`src/rtl/hls_deadlock_watchdog_ctrl_pkg.sv`:
```
// Shared types and helpers for the deadlock watchdog controller.
package hls_deadlock_pkg;

    typedef enum logic [2:0] {
        IDLE,
        SUSPECT,
        CONFIRM,
        REPORT,
        HOLD
    } state_e;

    localparam int EVT_W = 8;

    // Ceiling log2, usable in parameter expressions; clog2(1) = 0.
    function automatic int clog2(input int v);
        int r;
        r = 0;
        for (int i = 0; i < 31; i++) begin
            if ((1 << i) < v) r = i + 1;
        end
        return r;
    endfunction

endpackage

```
`src/rtl/hls_deadlock_watchdog_ctrl_if.sv`:
```
// Report channel from the watchdog to the debug/host side (valid/ready + payload).
interface hls_deadlock_watchdog_ctrl_if
    import hls_deadlock_pkg::*;
#(
    parameter int NUM_AXIS = 6,
    parameter int CNT_W    = 16,
    parameter int CHW      = clog2(NUM_AXIS + 1)
);
    logic                report_valid;
    logic                report_ready;
    logic [CHW-1:0]      report_chan;
    logic [NUM_AXIS-1:0] report_snapshot;
    logic [CNT_W-1:0]    report_time;

    // Watchdog side: produces the report.
    modport master (
        output report_valid,
        output report_chan,
        output report_snapshot,
        output report_time,
        input  report_ready
    );

    // Host side: consumes the report.
    modport slave (
        input  report_valid,
        input  report_chan,
        input  report_snapshot,
        input  report_time,
        output report_ready
    );
endinterface

```
`src/rtl/hls_deadlock_first_chan_enc.sv`:
```
// Lowest-set-bit encoder; returns N when no bit is set.
module hls_deadlock_first_chan_enc #(
    parameter int N = 6,
    parameter int W = 3
) (
    input  logic [N-1:0] vec_i,
    output logic [W-1:0] idx_o
);

    // Scan from the top down so the lowest set bit is the last one written.
    always_comb begin
        idx_o = W'(N);
        for (int i = N - 1; i >= 0; i--) begin
            if (vec_i[i]) idx_o = W'(i);
        end
    end

endmodule

```
`src/rtl/hls_deadlock_watchdog_ctrl.sv`:
```
// Qualifies the raw deadlock-monitor block flag into a confirmed, sticky
// deadlock event and hands a channel/time report to the host.
module hls_deadlock_watchdog_ctrl
    import hls_deadlock_pkg::*;
#(
    parameter int NUM_AXIS  = 6,
    parameter int NUM_INST  = 4,
    parameter int THRESHOLD = 16,
    parameter int CNT_W     = 16,
    parameter int CHW       = clog2(NUM_AXIS + 1)
) (
    input  logic                 clock,
    input  logic                 reset,
    input  logic                 enable,
    input  logic                 monitor_block,
    input  logic [NUM_AXIS-1:0]  axis_block_sigs,
    input  logic [NUM_INST-1:0]  inst_idle_sigs,
    input  logic                 clear,
    hls_deadlock_watchdog_ctrl_if.master rpt,
    output logic                 deadlock,
    output logic [EVT_W-1:0]     event_count
);

    state_e              state_q, state_d;
    logic [CNT_W-1:0]    qcnt_q, qcnt_d;
    logic [CNT_W-1:0]    ts_q;
    logic [NUM_AXIS-1:0] snap_q, snap_d;
    logic [NUM_AXIS-1:0] rpt_snap_q, rpt_snap_d;
    logic [CHW-1:0]      rpt_chan_q, rpt_chan_d;
    logic [CNT_W-1:0]    rpt_time_q, rpt_time_d;
    logic                dl_q, dl_d;
    logic [EVT_W-1:0]    evt_q, evt_d;
    logic [CHW-1:0]      first_chan;
    logic                blk;

    // A fully idle design cannot be deadlocked, whatever the monitor says.
    assign blk = enable & monitor_block & ~(&inst_idle_sigs);

    hls_deadlock_first_chan_enc #(
        .N (NUM_AXIS),
        .W (CHW)
    ) u_enc (
        .vec_i (snap_q),
        .idx_o (first_chan)
    );

    // Free-running timestamp; wraps naturally.
    always_ff @(posedge clock) begin
        if (reset) ts_q <= '0;
        else       ts_q <= ts_q + CNT_W'(1);
    end

    // State and datapath registers.
    always_ff @(posedge clock) begin
        if (reset) begin
            state_q    <= IDLE;
            qcnt_q     <= '0;
            snap_q     <= '0;
            rpt_snap_q <= '0;
            rpt_chan_q <= '0;
            rpt_time_q <= '0;
            dl_q       <= 1'b0;
            evt_q      <= '0;
        end else begin
            state_q    <= state_d;
            qcnt_q     <= qcnt_d;
            snap_q     <= snap_d;
            rpt_snap_q <= rpt_snap_d;
            rpt_chan_q <= rpt_chan_d;
            rpt_time_q <= rpt_time_d;
            dl_q       <= dl_d;
            evt_q      <= evt_d;
        end
    end

    // Next-state: qualify, confirm, report, hold; clear overrides everything
    // outside IDLE (including a confirm in flight, which is then not counted).
    always_comb begin
        state_d    = state_q;
        qcnt_d     = qcnt_q;
        snap_d     = snap_q;
        rpt_snap_d = rpt_snap_q;
        rpt_chan_d = rpt_chan_q;
        rpt_time_d = rpt_time_q;
        dl_d       = dl_q;
        evt_d      = evt_q;

        case (state_q)
            IDLE: begin
                if (blk) begin
                    state_d = SUSPECT;
                    qcnt_d  = CNT_W'(1);
                    snap_d  = axis_block_sigs;
                end
            end
            SUSPECT: begin
                if (!blk) begin
                    state_d = IDLE;
                    qcnt_d  = '0;
                    snap_d  = '0;
                end else begin
                    qcnt_d = qcnt_q + CNT_W'(1);
                    snap_d = snap_q | axis_block_sigs;
                    if (qcnt_q == CNT_W'(THRESHOLD - 1)) state_d = CONFIRM;
                end
            end
            CONFIRM: begin
                rpt_chan_d = first_chan;
                rpt_snap_d = snap_q;
                rpt_time_d = ts_q;
                dl_d       = 1'b1;
                evt_d      = (evt_q == '1) ? evt_q : evt_q + EVT_W'(1);
                state_d    = REPORT;
            end
            REPORT: begin
                if (rpt.report_ready) state_d = HOLD;
            end
            HOLD: begin
                state_d = HOLD;
            end
            default: state_d = IDLE;
        endcase

        if (clear && state_q != IDLE) begin
            state_d    = IDLE;
            qcnt_d     = '0;
            snap_d     = '0;
            rpt_snap_d = '0;
            rpt_chan_d = '0;
            rpt_time_d = '0;
            dl_d       = 1'b0;
            evt_d      = evt_q;
        end
    end

    assign rpt.report_valid    = (state_q == REPORT);
    assign rpt.report_chan     = rpt_chan_q;
    assign rpt.report_snapshot = rpt_snap_q;
    assign rpt.report_time     = rpt_time_q;
    assign deadlock            = dl_q;
    assign event_count         = evt_q;

endmodule

```
`src/flat_wrapper.sv`:
```
// flat-port wrapper written by rule: the top's interface ports become plain ports
module hls_deadlock_watchdog_ctrl_flat import hls_deadlock_pkg::*;
#(
    parameter int NUM_AXIS  = 6,
    parameter int NUM_INST  = 4,
    parameter int THRESHOLD = 16,
    parameter int CNT_W     = 16,
    parameter int CHW       = clog2(NUM_AXIS + 1)
)
  (clock, reset, enable, monitor_block, axis_block_sigs, inst_idle_sigs, clear, deadlock, event_count, rpt_report_valid, rpt_report_chan, rpt_report_snapshot, rpt_report_time, rpt_report_ready);
  hls_deadlock_watchdog_ctrl_if #(.NUM_AXIS(NUM_AXIS), .CNT_W(CNT_W), .CHW(CHW)) rpt_i ();
  input  logic clock;
  input  logic reset;
  input  logic enable;
  input  logic monitor_block;
  input  logic [NUM_AXIS-1:0] axis_block_sigs;
  input  logic [NUM_INST-1:0] inst_idle_sigs;
  input  logic clear;
  output logic deadlock;
  output logic [EVT_W-1:0] event_count;
  output wire logic [$bits(rpt_i.report_valid)-1:0] rpt_report_valid;
  output wire logic [$bits(rpt_i.report_chan)-1:0] rpt_report_chan;
  output wire logic [$bits(rpt_i.report_snapshot)-1:0] rpt_report_snapshot;
  output wire logic [$bits(rpt_i.report_time)-1:0] rpt_report_time;
  input wire logic [$bits(rpt_i.report_ready)-1:0] rpt_report_ready;
  assign rpt_report_valid = rpt_i.report_valid;
  assign rpt_report_chan = rpt_i.report_chan;
  assign rpt_report_snapshot = rpt_i.report_snapshot;
  assign rpt_report_time = rpt_i.report_time;
  assign rpt_i.report_ready = rpt_report_ready;
  hls_deadlock_watchdog_ctrl #(.NUM_AXIS(NUM_AXIS), .NUM_INST(NUM_INST), .THRESHOLD(THRESHOLD), .CNT_W(CNT_W), .CHW(CHW)) u_core (.clock(clock), .reset(reset), .enable(enable), .monitor_block(monitor_block), .axis_block_sigs(axis_block_sigs), .inst_idle_sigs(inst_idle_sigs), .clear(clear), .rpt(rpt_i), .deadlock(deadlock), .event_count(event_count));
endmodule
```
`config.mk`:
```
export PLATFORM = sky130hd
export DESIGN_NAME = hls_deadlock_watchdog_ctrl_flat
export DESIGN_NICKNAME = d
export VERILOG_FILES = /design/src/rtl/hls_deadlock_watchdog_ctrl_pkg.sv /design/src/rtl/hls_deadlock_watchdog_ctrl_if.sv /design/src/rtl/hls_deadlock_first_chan_enc.sv /design/src/rtl/hls_deadlock_watchdog_ctrl.sv /design/src/flat_wrapper.sv
export SDC_FILE = /design/constraint.sdc
export NUM_CORES = 1
export LEC_CHECK = 0
export BUFFER_PORTS_ARGS = -buffer_cell sky130_fd_sc_hd__buf_2
export CAP_MARGIN = 20
export CORE_ASPECT_RATIO = 0.9
export CORE_UTILIZATION = 47
export CTS_CLUSTER_SIZE = 16
export DETAILED_ROUTE_END_ITERATION = 10
export GPL_ROUTABILITY_DRIVEN = 1
export GPL_TIMING_DRIVEN = 0
export PLACE_DENSITY = 0.68
export SYNTH_ARGS = -nofsm -noshare
export SYNTH_HDL_FRONTEND = slang
export SYNTH_HIERARCHICAL = 1
export SYNTH_SLANG_ARGS = --single-unit
```
`constraint.sdc`:
```
create_clock -name clock -period 1.76 [get_ports clock]
set_input_delay 0.352 -clock clock [delete_from_list [all_inputs] [get_ports clock]]
set_output_delay 0.352 -clock clock [all_outputs]
set_load 0.01 [all_outputs]
```
After elaboration in Yosys (flattened, before gate mapping):

Index checks and enable logic that the tools add are counted.
Widths: inputs -> output; s select.

* logic and storage cells: 53
* register bits after elaboration: 75
* output and inout bits: 35
* input bits: 16

* eq/ne operators: 9
* muxes and demuxes: 17
* bitwise gates (word level): 6
* $add $sub $neg: 3
* reduce and logical (&&, ||, !) cells: 9

Operators with widths (number)
* $add 16x1->16 const B: 2
* $mux 16: 2
* $pmux 16 s2: 1
* $mux 3: 9
* $eq 16x4->1 const B: 1
* $pmux 3 s5: 1
* $mux 6: 2
* $pmux 6 s2: 1
* $add 8x1->8 const B: 1
* $eq 8x8->1 const B: 1
* $eq 3x2->1 const B: 2
* $or 6x6->6: 1
* $reduce_and 3->1: 2
* $ne 2x1->1 const B: 2
* $reduce_and 4->1: 1
* $eq 3x1->1 const B: 1
* $eq 3x3->1 const B: 1
* $logic_not 3->1: 1
* $ne 3x3->1 const B: 1
* $not 1->1: 3
* $reduce_bool 3->1: 1
* $and 1x1->1: 2
* $mux 2: 1
* $reduce_and 2->1: 1
* other kinds (3): 3

Logic depth before layout (Yosys ltp):

* word-level depth: 6
* gate-level depth with buffers: 7
* gate-level depth less buffers: 5

Modules after synthesis:

Netlist, hierarchy kept.

Modules (own cells, without submodules)
* hls_deadlock_watchdog_ctrl: cells each 386, area each 3315.7 um^2, instances 1
* hls_deadlock_first_chan_enc: cells each 8, area each 51.3 um^2, instances 1

Least setup slack after synthesis:

No wires, ideal clock.

* path kind: register to register
* start point: register u_core.state_q[2]
* end point: register u_core.qcnt_q[2]
* setup time: 66 ps
* arrival: 1542 ps
* path buffers: 1
* data required time: 1694 ps
* slack: 152 ps
* cell stages (with the launch flop): 6
* cells stage by stage: dfxtp_1 > buf_6 > or3_4 > a21o_4 > a311oi_4 > a21boi_2

* word-level cells in the longest chain between the ends: 3

RTL lines
* start, declared: line hls_deadlock_watchdog_ctrl.sv:24 `state_e state_q, state_d;`
* start signal, assigned: line hls_deadlock_watchdog_ctrl.sv:65 `state_q <= state_d;`
* $logic_not 3->1, or another cell as far along: line hls_deadlock_watchdog_ctrl.sv:88 `case (state_q)`
* $ne 2x1->1 (no line), or another cell as far along
* $reduce_and 2->1 (no line) or $reduce_or 2->1 (tied branches)
* end signal, assigned: line hls_deadlock_watchdog_ctrl.sv:66 `qcnt_q <= qcnt_d;`
* end, declared: line hls_deadlock_watchdog_ctrl.sv:25 `logic [CNT_W-1:0] qcnt_q, qcnt_d;`

Several ways; a longest one is shown, not always the timed one.
A chain may end at the register's enable or synchronous reset.

Worst setup path in the final report:

Same ends and word-level chain as after synthesis.

==> impl_metrics.tcl <==
set metrics [dict create \
    status "complete, no violations" \
    critical_path.slowest_cell "or3_4" \
    dieHeight_um 82.30 \
    synthDistinctLibCells 60 \
    cts_tree "yes" \
    syn_nets 413 \
    critPathRequiredTime_ns 2.05 \
    mostFrequentLayoutCell "dfxtp_1" \
    design_area_um2 4091 \
    area_growth_syn_to_layout_pct 21.52 \
    syn_inst 394 \
    peakVddDrop_uv 489.9 \
    dp_hpwl_um 5519 \
    root_buffer "clkbuf_8" \
    avgSynthCellArea_um2 8.546 \
    post-route-period-util 0.9741 \
    antenna_found_initial 0 \
    drive_above_1_share 0.2333 \
    p_leak_nw 1.570 \
    remaining_drc_errors 0 \
    grt-ovfl-total 0 \
    cp_cell_sequence "buf_8 -> or3_4 -> a21o_4 -> a311oi_4 -> buf_6 -> a21boi_2" \
    crit_path_end_kind "flop" \
    cap_viol_max_count 0 \
    synth-seq-cells 75 \
    dieArea_um2 7507 \
    post_dp_cell_area_um2 3730 \
    start_util 0.4980 \
    cts_buffers 9 \
    final_cell_mix "dfxtp_1 (72), nand2_1 (67), buf_2 (54), a21oi_1 (37), nor2_1 (30)" \
    clkSinkCount 75 \
    vias_per_cell 5.564 \
    powerDensity_nw_per_um2 845.6 \
    setup_violations 0 \
    io_buffers 50 \
    fin_skew_ns 0.01001 \
    core_region_area_um2 6761 \
    ys_async_sr_fraction 0 \
    num_vias 3077 \
    rsz0062_at_grt "true" \
    grt_usage 0.2191 \
    max_stage_delay_ns 0.37 \
    fmax_ghz 0.5833 \
    io_pins 51 \
    clkSlewWorstSetupHoldPaths_ns 0.08 \
    critPathBufInv 2 \
    finalHoldViolCount 0 \
    drt-wirelength-per-cell_um 13.80 \
    grt_pass1_vias 2747 \
    worstPathArrival_ns 2.00 \
    synthFlopType "dfxtp_1" \
    ant_nets 0 \
    grt_max_degree 15 \
    worst_setup_path_start_kind "flop" \
    clock_path_buffers 2 \
    period_needed_ns 1.714 \
    syn_area_um2 3367 \
    drt_pass1_iterations 4 \
    synth-seq-area-share 0.4459 \
    grt_pass1_wl_um 12850 \
    dp_cells 534 \
    dieWidth_um 91.22 \
    critPathMaxFanout 8 \
    cts.htree.levels 3 \
    yosysWarnings 6 \
    worstMarginPinSlew_ns 0.5090 \
    fp-row-count 28 \
    drt_iter0_markers 172 \
    layout.nets 477 \
    max_slew_margin 0.6607 \
    layout.cells.non_filler 553 \
    drv_slew 0 \
    drt_wl_total_um 7634 \
    clk_latency_ns 0.35 \
    antenna_cells 0 \
    crit_family "compound AO/OA/AOI/OAI gates" \
    synth_edf_count 0 \
    holdCritPathClass "in2reg" \
    place_congestion 0.9110 \
    crit_type "reg2reg" \
]
[power by group]
part	switching, W	internal [W]
Sequential	0.0000230	0.00171
Combinational	0.000123	0.0000866
Clock	0.000663	0.000852
[Yosys cell counts, drive strengths merged (7+ instances only)]
cell    count  area [µm²]
nor2       30       112.6
nand2      67       251.5
and3        7       43.79
and4        7       61.31
clkbuf     16       60.06
dfxtp      75        1501
nand4      14       87.58
xor2       10       87.58
buf         7       43.79
inv         7       26.27
o21ai      10       50.04
a21oi      39       195.2
nand3      13       65.06
[registers in the layout (all words and copies together), names as in the netlist]
name,flops
u_core/snap_q,6
u_core/rpt.report_snapshot,6
u_core/deadlock,1
u_core/qcnt_q,16
u_core/state_q,3
u_core/event_count,8
u_core/rpt.report_time,16
u_core/rpt.report_chan,3
u_core/ts_q,16
[final timing paths]
path,start,to,slack (ns),depth (start not counted)
setup / recovery,u_core/state_q[2]$_SDFFE_PP0P_,u_core/qcnt_q[2]$_SDFFE_PP0P_,0.05,6
hold / removal,axis_block_sigs[0],u_core/snap_q[0]$_SDFFE_PP0P_,0.24,2
setup reg to reg,u_core/state_q[2]$_SDFFE_PP0P_,u_core/qcnt_q[2]$_SDFFE_PP0P_,0.05,6
hold reg to reg,u_core/rpt.report_time[2]$_SDFFE_PP0N_,u_core/rpt.report_time[2]$_SDFFE_PP0N_,0.45,2
[kinds of logic (layout without fill, tap and decap cells)]
logic type               Yosys count  count (layout)  share of synthesized area
AO/OA/AOI/OAI                     90              90                     0.1847
multiplexers                       2               2                   0.006317
flip-flops                        75              75                     0.4459
AND/OR/NAND/NOR                  179             179                     0.2742
buffers and inverters             30              99                    0.03865
adder cells (fa/ha/maj)            3               3                    0.01115
XOR/XNOR                          15              15                    0.03902
[per-stage QoR]
stage	total power, W	TNS (ns)	worst slack (ns)	utilization	hold slack [ns]
after floorplan	0.001890	0	0.1515	-	0.4407
after global placement	0.001952	-0.5416	-0.1525	0.5516	0.4396
after detailed placement	0.001956	-1.170	-0.1672	0.5516	0.4444
after CTS	0.003490	-0.02646	-0.02646	0.5912	0.2224
after global routing	0.003601	-0.08373	-0.03164	0.6051	0.2262
final	0.003460	0	0.04559	0.6051	0.2446
[routing by layer]
layer | track usage | up-vias | part of all wire
met2 | 0.3439 | 90 | 0.43
met4 | 0.09841 | 0 | 0.015
met1 | 0.2936 | 1414 | 0.50
li1 | - | 1564 | -
met5 | 0 | - | 0
met3 | 0.04579 | 9 | 0.055
[final cells by class]
type	count	area, µm²
tap	90	112.6
clock inverter	6	93.84
buffer	19	110.1
timing repair buffer	57	319.1
clock buffer	10	137.6
fill	621	2670
sequential	75	1505
inverter	7	26.28
multi-input combinational	289	1787
[timing repair]
action	CTS	global route
buffers inserted	2	5
resized for setup	7	21
hold buffers	0	0
setup endpoints to repair	29	43
cloned	0	0
pin swaps	1	6
(Power assumes the default switching activity.)
